File: src/rtl/regarb_pkg.sv
// regarb_pkg: shared request type, zero-register constant, FIFO depth and hazard-match helper
// Ports: none (package).
package regarb_pkg;
  localparam int FIFO_DEPTH = 2;
  localparam logic [4:0] XZR = 5'd31;
  typedef struct packed {
    logic [4:0]  rg;
    logic [63:0] data;
  } wr_req_t;
  function automatic logic hit(input logic [4:0] rd, input wr_req_t e, input logic v);
    return v && rd != XZR && e.rg == rd;
  endfunction
endpackage

File: src/rtl/regwrite_arbiter_if.sv
// regwrite_arbiter_if: request handshakes, register-file write port and hazard signals
// Ports: master = requester/decode side driving requests and read numbers, slave = arbiter.
interface regwrite_arbiter_if;
  logic        wb_valid, wb_ready, mc_valid, mc_ready;
  logic [4:0]  wb_reg, mc_reg, rd_reg1, rd_reg2, WriteRegister;
  logic [63:0] wb_data, mc_data, WriteData;
  logic        RegWrite, stall, busy;
  modport master (
    output wb_valid, wb_reg, wb_data, mc_valid, mc_reg, mc_data, rd_reg1, rd_reg2,
    input  wb_ready, mc_ready, RegWrite, WriteRegister, WriteData, stall, busy
  );
  modport slave (
    input  wb_valid, wb_reg, wb_data, mc_valid, mc_reg, mc_data, rd_reg1, rd_reg2,
    output wb_ready, mc_ready, RegWrite, WriteRegister, WriteData, stall, busy
  );
endinterface

File: src/rtl/wr_fifo2.sv
// wr_fifo2: 2-entry request FIFO with head at entry 0 and all entries exposed for hazard checks
// Ports: clk/reset, push_i/din_i write side, pop_i removes head, ent_o/vld_o contents, full_o.
module wr_fifo2
  import regarb_pkg::*;
(
  input  logic                     clk,
  input  logic                     reset,
  input  logic                     push_i,
  input  logic                     pop_i,
  input  wr_req_t                  din_i,
  output wr_req_t [FIFO_DEPTH-1:0] ent_o,
  output logic    [FIFO_DEPTH-1:0] vld_o,
  output logic                     full_o
);
  wr_req_t [FIFO_DEPTH-1:0] ent_q, ent_d;
  logic [1:0] cnt_q, cnt_d;
  // Pop shifts entry 1 down; push then lands in the first free slot after that shift.
  always_comb begin
    ent_d = ent_q;
    cnt_d = cnt_q - {1'b0, pop_i};
    if (pop_i) ent_d[0] = ent_q[1];
    if (push_i) ent_d[cnt_d[0]] = din_i;
    cnt_d = cnt_d + {1'b0, push_i};
  end
  always_ff @(posedge clk) begin
    cnt_q <= reset ? 2'd0 : cnt_d;
    ent_q <= reset ? '0 : ent_d;
  end
  assign ent_o  = ent_q;
  assign vld_o  = {cnt_q[1], cnt_q != 2'd0};
  assign full_o = cnt_q[1];
endmodule

File: src/rtl/regwrite_arbiter.sv
// regwrite_arbiter: arbitrates writeback and multi-cycle register writes onto one register-file port
// Ports: clk, reset (sync, active-high), bus (regwrite_arbiter_if.slave: wb/mc handshakes,
//   RegWrite/WriteRegister/WriteData, rd_reg1/rd_reg2 -> stall, busy).
// Macro REGWRITE_ARB_STARVE_EN enables the mc starvation guard; otherwise wb strictly wins.
module regwrite_arbiter
  import regarb_pkg::*;
#(
  parameter int STARVE_LIMIT = 4
) (
  input logic               clk,
  input logic               reset,
  regwrite_arbiter_if.slave bus
);
  wr_req_t [FIFO_DEPTH-1:0] wb_ent, mc_ent;
  logic [FIFO_DEPTH-1:0] wb_vld, mc_vld;
  logic wb_full, mc_full, gnt_wb, gnt_mc, hit_any, out_vld_q, out_vld_d;
  wr_req_t wb_in, mc_in, head, out_q, out_d;
  assign wb_in = {bus.wb_reg, bus.wb_data};
  assign mc_in = {bus.mc_reg, bus.mc_data};
  wr_fifo2 u_wb (
    .clk(clk), .reset(reset), .push_i(bus.wb_valid && !wb_full), .pop_i(gnt_wb),
    .din_i(wb_in), .ent_o(wb_ent), .vld_o(wb_vld), .full_o(wb_full)
  );
  wr_fifo2 u_mc (
    .clk(clk), .reset(reset), .push_i(bus.mc_valid && !mc_full), .pop_i(gnt_mc),
    .din_i(mc_in), .ent_o(mc_ent), .vld_o(mc_vld), .full_o(mc_full)
  );
`ifdef REGWRITE_ARB_STARVE_EN
  localparam int CW = $clog2(STARVE_LIMIT + 1);
  logic [CW-1:0] sc_q, sc_d;
  // Counts cycles mc waits behind wb; reaching the limit forces one mc grant.
  assign gnt_mc = mc_vld[0] && (!wb_vld[0] || sc_q == CW'(STARVE_LIMIT));
  assign sc_d   = (!mc_vld[0] || gnt_mc) ? '0 : sc_q + 1'b1;
  always_ff @(posedge clk) sc_q <= reset ? '0 : sc_d;
`else
  logic unused_limit;
  assign unused_limit = STARVE_LIMIT != 0;
  assign gnt_mc = mc_vld[0] && !wb_vld[0];
`endif
  assign gnt_wb    = wb_vld[0] && !gnt_mc;
  assign head      = gnt_mc ? mc_ent[0] : wb_ent[0];
  // Writes to the zero register are popped but never reach the write port.
  assign out_vld_d = (gnt_wb || gnt_mc) && head.rg != XZR;
  assign out_d     = out_vld_d ? head : '0;
  always_ff @(posedge clk) begin
    out_vld_q <= reset ? 1'b0 : out_vld_d;
    out_q     <= reset ? '0 : out_d;
  end
  always_comb begin
    hit_any = hit(bus.rd_reg1, out_q, out_vld_q) || hit(bus.rd_reg2, out_q, out_vld_q);
    for (int i = 0; i < FIFO_DEPTH; i++)
      hit_any = hit_any || hit(bus.rd_reg1, wb_ent[i], wb_vld[i]) || hit(bus.rd_reg2, wb_ent[i], wb_vld[i])
                        || hit(bus.rd_reg1, mc_ent[i], mc_vld[i]) || hit(bus.rd_reg2, mc_ent[i], mc_vld[i]);
  end
  assign bus.wb_ready      = !wb_full;
  assign bus.mc_ready      = !mc_full;
  assign bus.RegWrite      = out_vld_q && !reset;
  assign bus.WriteRegister = reset ? 5'd0 : out_q.rg;
  assign bus.WriteData     = reset ? 64'd0 : out_q.data;
  assign bus.stall         = hit_any && !reset;
  assign bus.busy          = !reset && (wb_vld[0] || mc_vld[0] || out_vld_q);
endmodule

File: src/flat_wrapper.sv
// flat-port wrapper written by rule: the top's interface ports become plain ports
module regwrite_arbiter_flat import regarb_pkg::*;
#(
  parameter int STARVE_LIMIT = 4
)
  (clk, reset, bus_wb_valid, bus_wb_reg, bus_wb_data, bus_mc_valid, bus_mc_reg, bus_mc_data, bus_rd_reg1, bus_rd_reg2, bus_wb_ready, bus_mc_ready, bus_RegWrite, bus_WriteRegister, bus_WriteData, bus_stall, bus_busy);
  regwrite_arbiter_if bus_i ();
  input logic clk;
  input logic reset;
  input wire logic [$bits(bus_i.wb_valid)-1:0] bus_wb_valid;
  input wire logic [$bits(bus_i.wb_reg)-1:0] bus_wb_reg;
  input wire logic [$bits(bus_i.wb_data)-1:0] bus_wb_data;
  input wire logic [$bits(bus_i.mc_valid)-1:0] bus_mc_valid;
  input wire logic [$bits(bus_i.mc_reg)-1:0] bus_mc_reg;
  input wire logic [$bits(bus_i.mc_data)-1:0] bus_mc_data;
  input wire logic [$bits(bus_i.rd_reg1)-1:0] bus_rd_reg1;
  input wire logic [$bits(bus_i.rd_reg2)-1:0] bus_rd_reg2;
  output wire logic [$bits(bus_i.wb_ready)-1:0] bus_wb_ready;
  output wire logic [$bits(bus_i.mc_ready)-1:0] bus_mc_ready;
  output wire logic [$bits(bus_i.RegWrite)-1:0] bus_RegWrite;
  output wire logic [$bits(bus_i.WriteRegister)-1:0] bus_WriteRegister;
  output wire logic [$bits(bus_i.WriteData)-1:0] bus_WriteData;
  output wire logic [$bits(bus_i.stall)-1:0] bus_stall;
  output wire logic [$bits(bus_i.busy)-1:0] bus_busy;
  assign bus_i.wb_valid = bus_wb_valid;
  assign bus_i.wb_reg = bus_wb_reg;
  assign bus_i.wb_data = bus_wb_data;
  assign bus_i.mc_valid = bus_mc_valid;
  assign bus_i.mc_reg = bus_mc_reg;
  assign bus_i.mc_data = bus_mc_data;
  assign bus_i.rd_reg1 = bus_rd_reg1;
  assign bus_i.rd_reg2 = bus_rd_reg2;
  assign bus_wb_ready = bus_i.wb_ready;
  assign bus_mc_ready = bus_i.mc_ready;
  assign bus_RegWrite = bus_i.RegWrite;
  assign bus_WriteRegister = bus_i.WriteRegister;
  assign bus_WriteData = bus_i.WriteData;
  assign bus_stall = bus_i.stall;
  assign bus_busy = bus_i.busy;
  regwrite_arbiter #(.STARVE_LIMIT(STARVE_LIMIT)) u_core (.clk(clk), .reset(reset), .bus(bus_i));
endmodule
File: config.mk
export PLATFORM = sky130hd
export DESIGN_NAME = regwrite_arbiter_flat
export DESIGN_NICKNAME = d
export VERILOG_FILES = /design/src/rtl/regarb_pkg.sv /design/src/rtl/regwrite_arbiter_if.sv /design/src/rtl/wr_fifo2.sv /design/src/rtl/regwrite_arbiter.sv /design/src/flat_wrapper.sv
export SDC_FILE = /design/constraint.sdc
export NUM_CORES = 1
export LEC_CHECK = 0
export BUFFER_PORTS_ARGS = -buffer_cell sky130_fd_sc_hd__buf_2
export CAP_MARGIN = 20
export CORE_MARGIN = 4
export CORE_UTILIZATION = 45
export DETAILED_ROUTE_END_ITERATION = 8
export GPL_ROUTABILITY_DRIVEN = 0
export PLACE_DENSITY = 0.77
export SYNTH_ARGS = -nofsm -noshare
export SYNTH_HDL_FRONTEND = slang
export SYNTH_SLANG_ARGS = --single-unit
File: constraint.sdc
create_clock -name clk -period 3.2 [get_ports clk]
set_input_delay 0.16 -clock clk [delete_from_list [all_inputs] [get_ports clk]]
set_output_delay 0.16 -clock clk [all_outputs]
set_load 0.05 [all_outputs]
==> flow_metrics.py <==
metrics = {
    "logic_synthesis": {
        "ys_types": 27,
        "synth.cell_area_um2": 14400,
        "ys.flop_type": "dfxtp_1",
        "ys_ff_latch": 350,
        "synth_nets": 1867,
        "yosysSeqAreaShare_pct": 48.5,
        "synthTopCellsByArea": "dfxtp_1 49%, nand2_1 11%, mux2i_1 9.6%",
        "synth_enable_flop_cells": 0,
        "synthesis.instances": 1712,
        "synth_common_cells": "417 x nand2_1, 350 x dfxtp_1, 280 x nor2_1, 138 x a311oi_1, 138 x mux2i_1",
        "async_flop_share_pct": 0,
        "syn_area_per_cell_um2": 8.44,
        "synth_top_cell_area_share_pct": 48.5,
        "yosysTopAreaCell": "dfxtp_1",
        "yosys_warnings": 0,
        "synth.most_common_cell": "nand2_1",
    },
    "place": {
        "hpwl_mm": 24.0,
        "pre_cts_ws_ps": 823,
        "placed_cell_area_um2": 15700,
        "portBuffers": 225,
    },
    "sta": {
        "rsz0062_at_grt": "false",
        "fin_crit_sh_pct": 90.0,
        "fin_skew_ps": 14.1,
        "post-route-min-period_ps": 2880,
        "final.setup.tns_ps": 0,
        "clock.fmax_mhz": 347,
        "slew_headroom_pct": 33.8,
        "worstMarginPinSlew_ps": 993,
        "finalSetupViolCount": 0,
        "layout_setup_ws_ps": 320,
        "final_max_slew_viol_count": 0,
        "finalHoldViolations": 0,
    },
    "floorplan": {
        "fp.coreArea_um2": 31600,
        "rows": 65,
        "die-area_um2": 35000,
        "io_pins": 226,
        "start_util_pct": 45.7,
        "die_y_um": 187,
        "die_x_um": 187,
    },
    "drt": {
        "wl_mm": 41.2,
        "drtIter0Drc": 895,
        "viasPerCell": 5.48,
        "vias": 13300,
        "wl_per_cell_um": 17.0,
        "dr.pass1.iters": 5,
        "final_antenna_net_count": 0,
        "remaining_drc_errors": 0,
    },
    "worst_setup_path": {
        "crit_arrival_ps": 2720,
        "startpoint_type": "flip-flop",
        "crit_fanout": 72,
        "crit_required_ps": 3040,
        "crit_type": "reg -> out",
        "endpoint_kind": "output port",
    },
    "global_route": {
        "grt_use_met2_pct": 39.5,
        "grt_pass1_wl_mm": 66.8,
        "top_usage_layer": "met2",
        "antenna_found_initial": 2,
        "track_usage_pct": 22.5,
        "grt_overflow_total": 0,
        "grt_pass1_vias": 13500,
        "use_met3_pct": 4.22,
        "grt_max_degree": 139,
        "met1_usage_pct": 27.6,
    },
    "pwr": {
        "power_mw": 13.0,
        "ir_drop_v": 0.000532,
        "leakagePower_nw": 7.09,
        "powerDensity_nw_per_um2": 707,
    },
    "clocking": {
        "clockBufferDepth": 3,
        "path_clk_slew_ps": 60,
        "insertion_delay_ps": 520,
        "root_buffer": "clkbuf_16",
        "numCtsBuffers": 37,
        "htree_levels": 2,
        "cts_tree": "built",
        "clkSinkCount": 350,
        "cts_resized": 0,
    },
    "outcome": {
        "outcome": "finished, final reports clean",
    },
    "final_layout": {
        "n_fill_cell": 2554,
        "final_cell_area_um2": 18300,
        "fin_nets": 2147,
        "fin_util_pct": 57.9,
        "multiInputGateArea_um2": 6800,
        "drive_gt1_share_pct": 15.8,
        "register_area_um2": 7010,
        "syn_to_final_growth_pct": 26.9,
    },
    "hold_path": {
        "min_path_type": "in -> reg",
    },
    "flow_run": {
        "maxCapViolCount": 0,
    },
}
-- worst max-delay path, cell delays in order, from the launching register on --
cell	delay, ps
dfxtp_1	380
nor2_4	160
buf_4	780
nor3_1	160
a31oi_1	190
nand3_1	100
a22o_1	230
buf_2	210
-- cell usage in the layout, fill, tap and decap left out, types with 20 or more instances in the layout --
cell,instances
xor2_1,29
dlygate4sd3_1,138
clkbuf_16,38
mux2i_1,138
xnor2_1,23
a21oi_1,70
a311oi_1,138
buf_2,224
dfxtp_1,350
nand2_1,415
nor2b_1,73
buf_4,20
nor2_1,280
-- final timing paths --
path / from / to / slack (ps) / cells past startpoint
worst max-delay path: u_core.u_wb.cnt_q[1]$_SDFF_PP0_ / bus_stall / 320 / 7
worst min register to register: u_core.u_mc.ent_o[17]$_SDFF_PP0_ / u_core.out_q[17]$_SDFF_PP0_ / 450 / 2
worst max register to register: u_core.u_mc.cnt_q[1]$_SDFF_PP0_ / u_core.u_mc.ent_o[49]$_SDFF_PP0_ / 760 / 7
worst min-delay path: reset / u_core.u_mc.ent_o[72]$_SDFFE_PP0P_ / 60 / 2
-- final cells by class --
class	instances	area share [%]
Timing Repair Buffer	389	15.2
Multi-Input combinational cell	1207	37.1
Tap cell	402	2.74
Antenna cell	4	0.0546
Inverter	7	0.157
Sequential cell	350	38.2
Clock inverter	8	0.280
Clock buffer	57	6.23
-- power breakdown --
| part | total [mW] | switching, mW | internal, mW |
|---|---|---|---|
| Clock | 4.17 | 1.71 | 2.46 |
| Sequential | 5.44 | 0.396 | 5.05 |
| Combinational | 3.34 | 2.17 | 1.17 |
| Total | 13.0 | 4.28 | 8.68 |
-- what timing repair did --
action                     in CTS  in global routing
hold endpoints to repair      275                  0
buffers inserted                0                  0
hold buffers                  138                  0
setup endpoints to repair       0                  0
-- metal layers --
| layer | wire length, µm | part of all wire (%) | vias to the layer above |
|---|---|---|---|
| met2 | 20200 | 49 | 494 |
| met5 | 0 | 0 | - |
| li1 | - | - | 6294 |
| met3 | 2700 | 6.5 | 82 |
| met4 | 993 | 2.4 | 0 |
| met1 | 17400 | 42 | 6417 |
-- per-stage QoR --
step / std cells / hold slack, ps
5_1_grt: 2422 / 71.8
4_1_cts: 2420 / 43.8
3_3_place_gp: 2217 / 410
2_1_floorplan: 1712 / 307
3_5_place_dp: 2217 / 419
6_report: 2424 / 62.9
-- registers in the layout, summed over array words and instances (netlist names) --
register / cells
u_core.u_mc.cnt_q: 2
u_core.u_wb.ent_o: 138
u_core.u_mc.ent_o: 138
u_core.out_vld_q: 1
u_core.u_wb.cnt_q: 2
u_core.out_q: 69
-- cells by family (layout without fill, tap and decap cells) --
| family | count (synthesis) | after routing | synth area share (%) |
|---|---|---|---|
| adder cells (fa/ha/maj) | 3 | 3 | 0.260 |
| other | 0 | 4 | 0 |
| buffers and inverters | 155 | 461 | 4.82 |
| AND/OR/NAND/NOR | 795 | 795 | 22.3 |
| XOR/XNOR | 52 | 52 | 3.15 |
| AO/OA/AOI/OAI | 219 | 219 | 11.4 |
| flip-flops | 350 | 350 | 48.5 |
| multiplexers | 138 | 138 | 9.56 |
(Power assumes the default switching activity.)
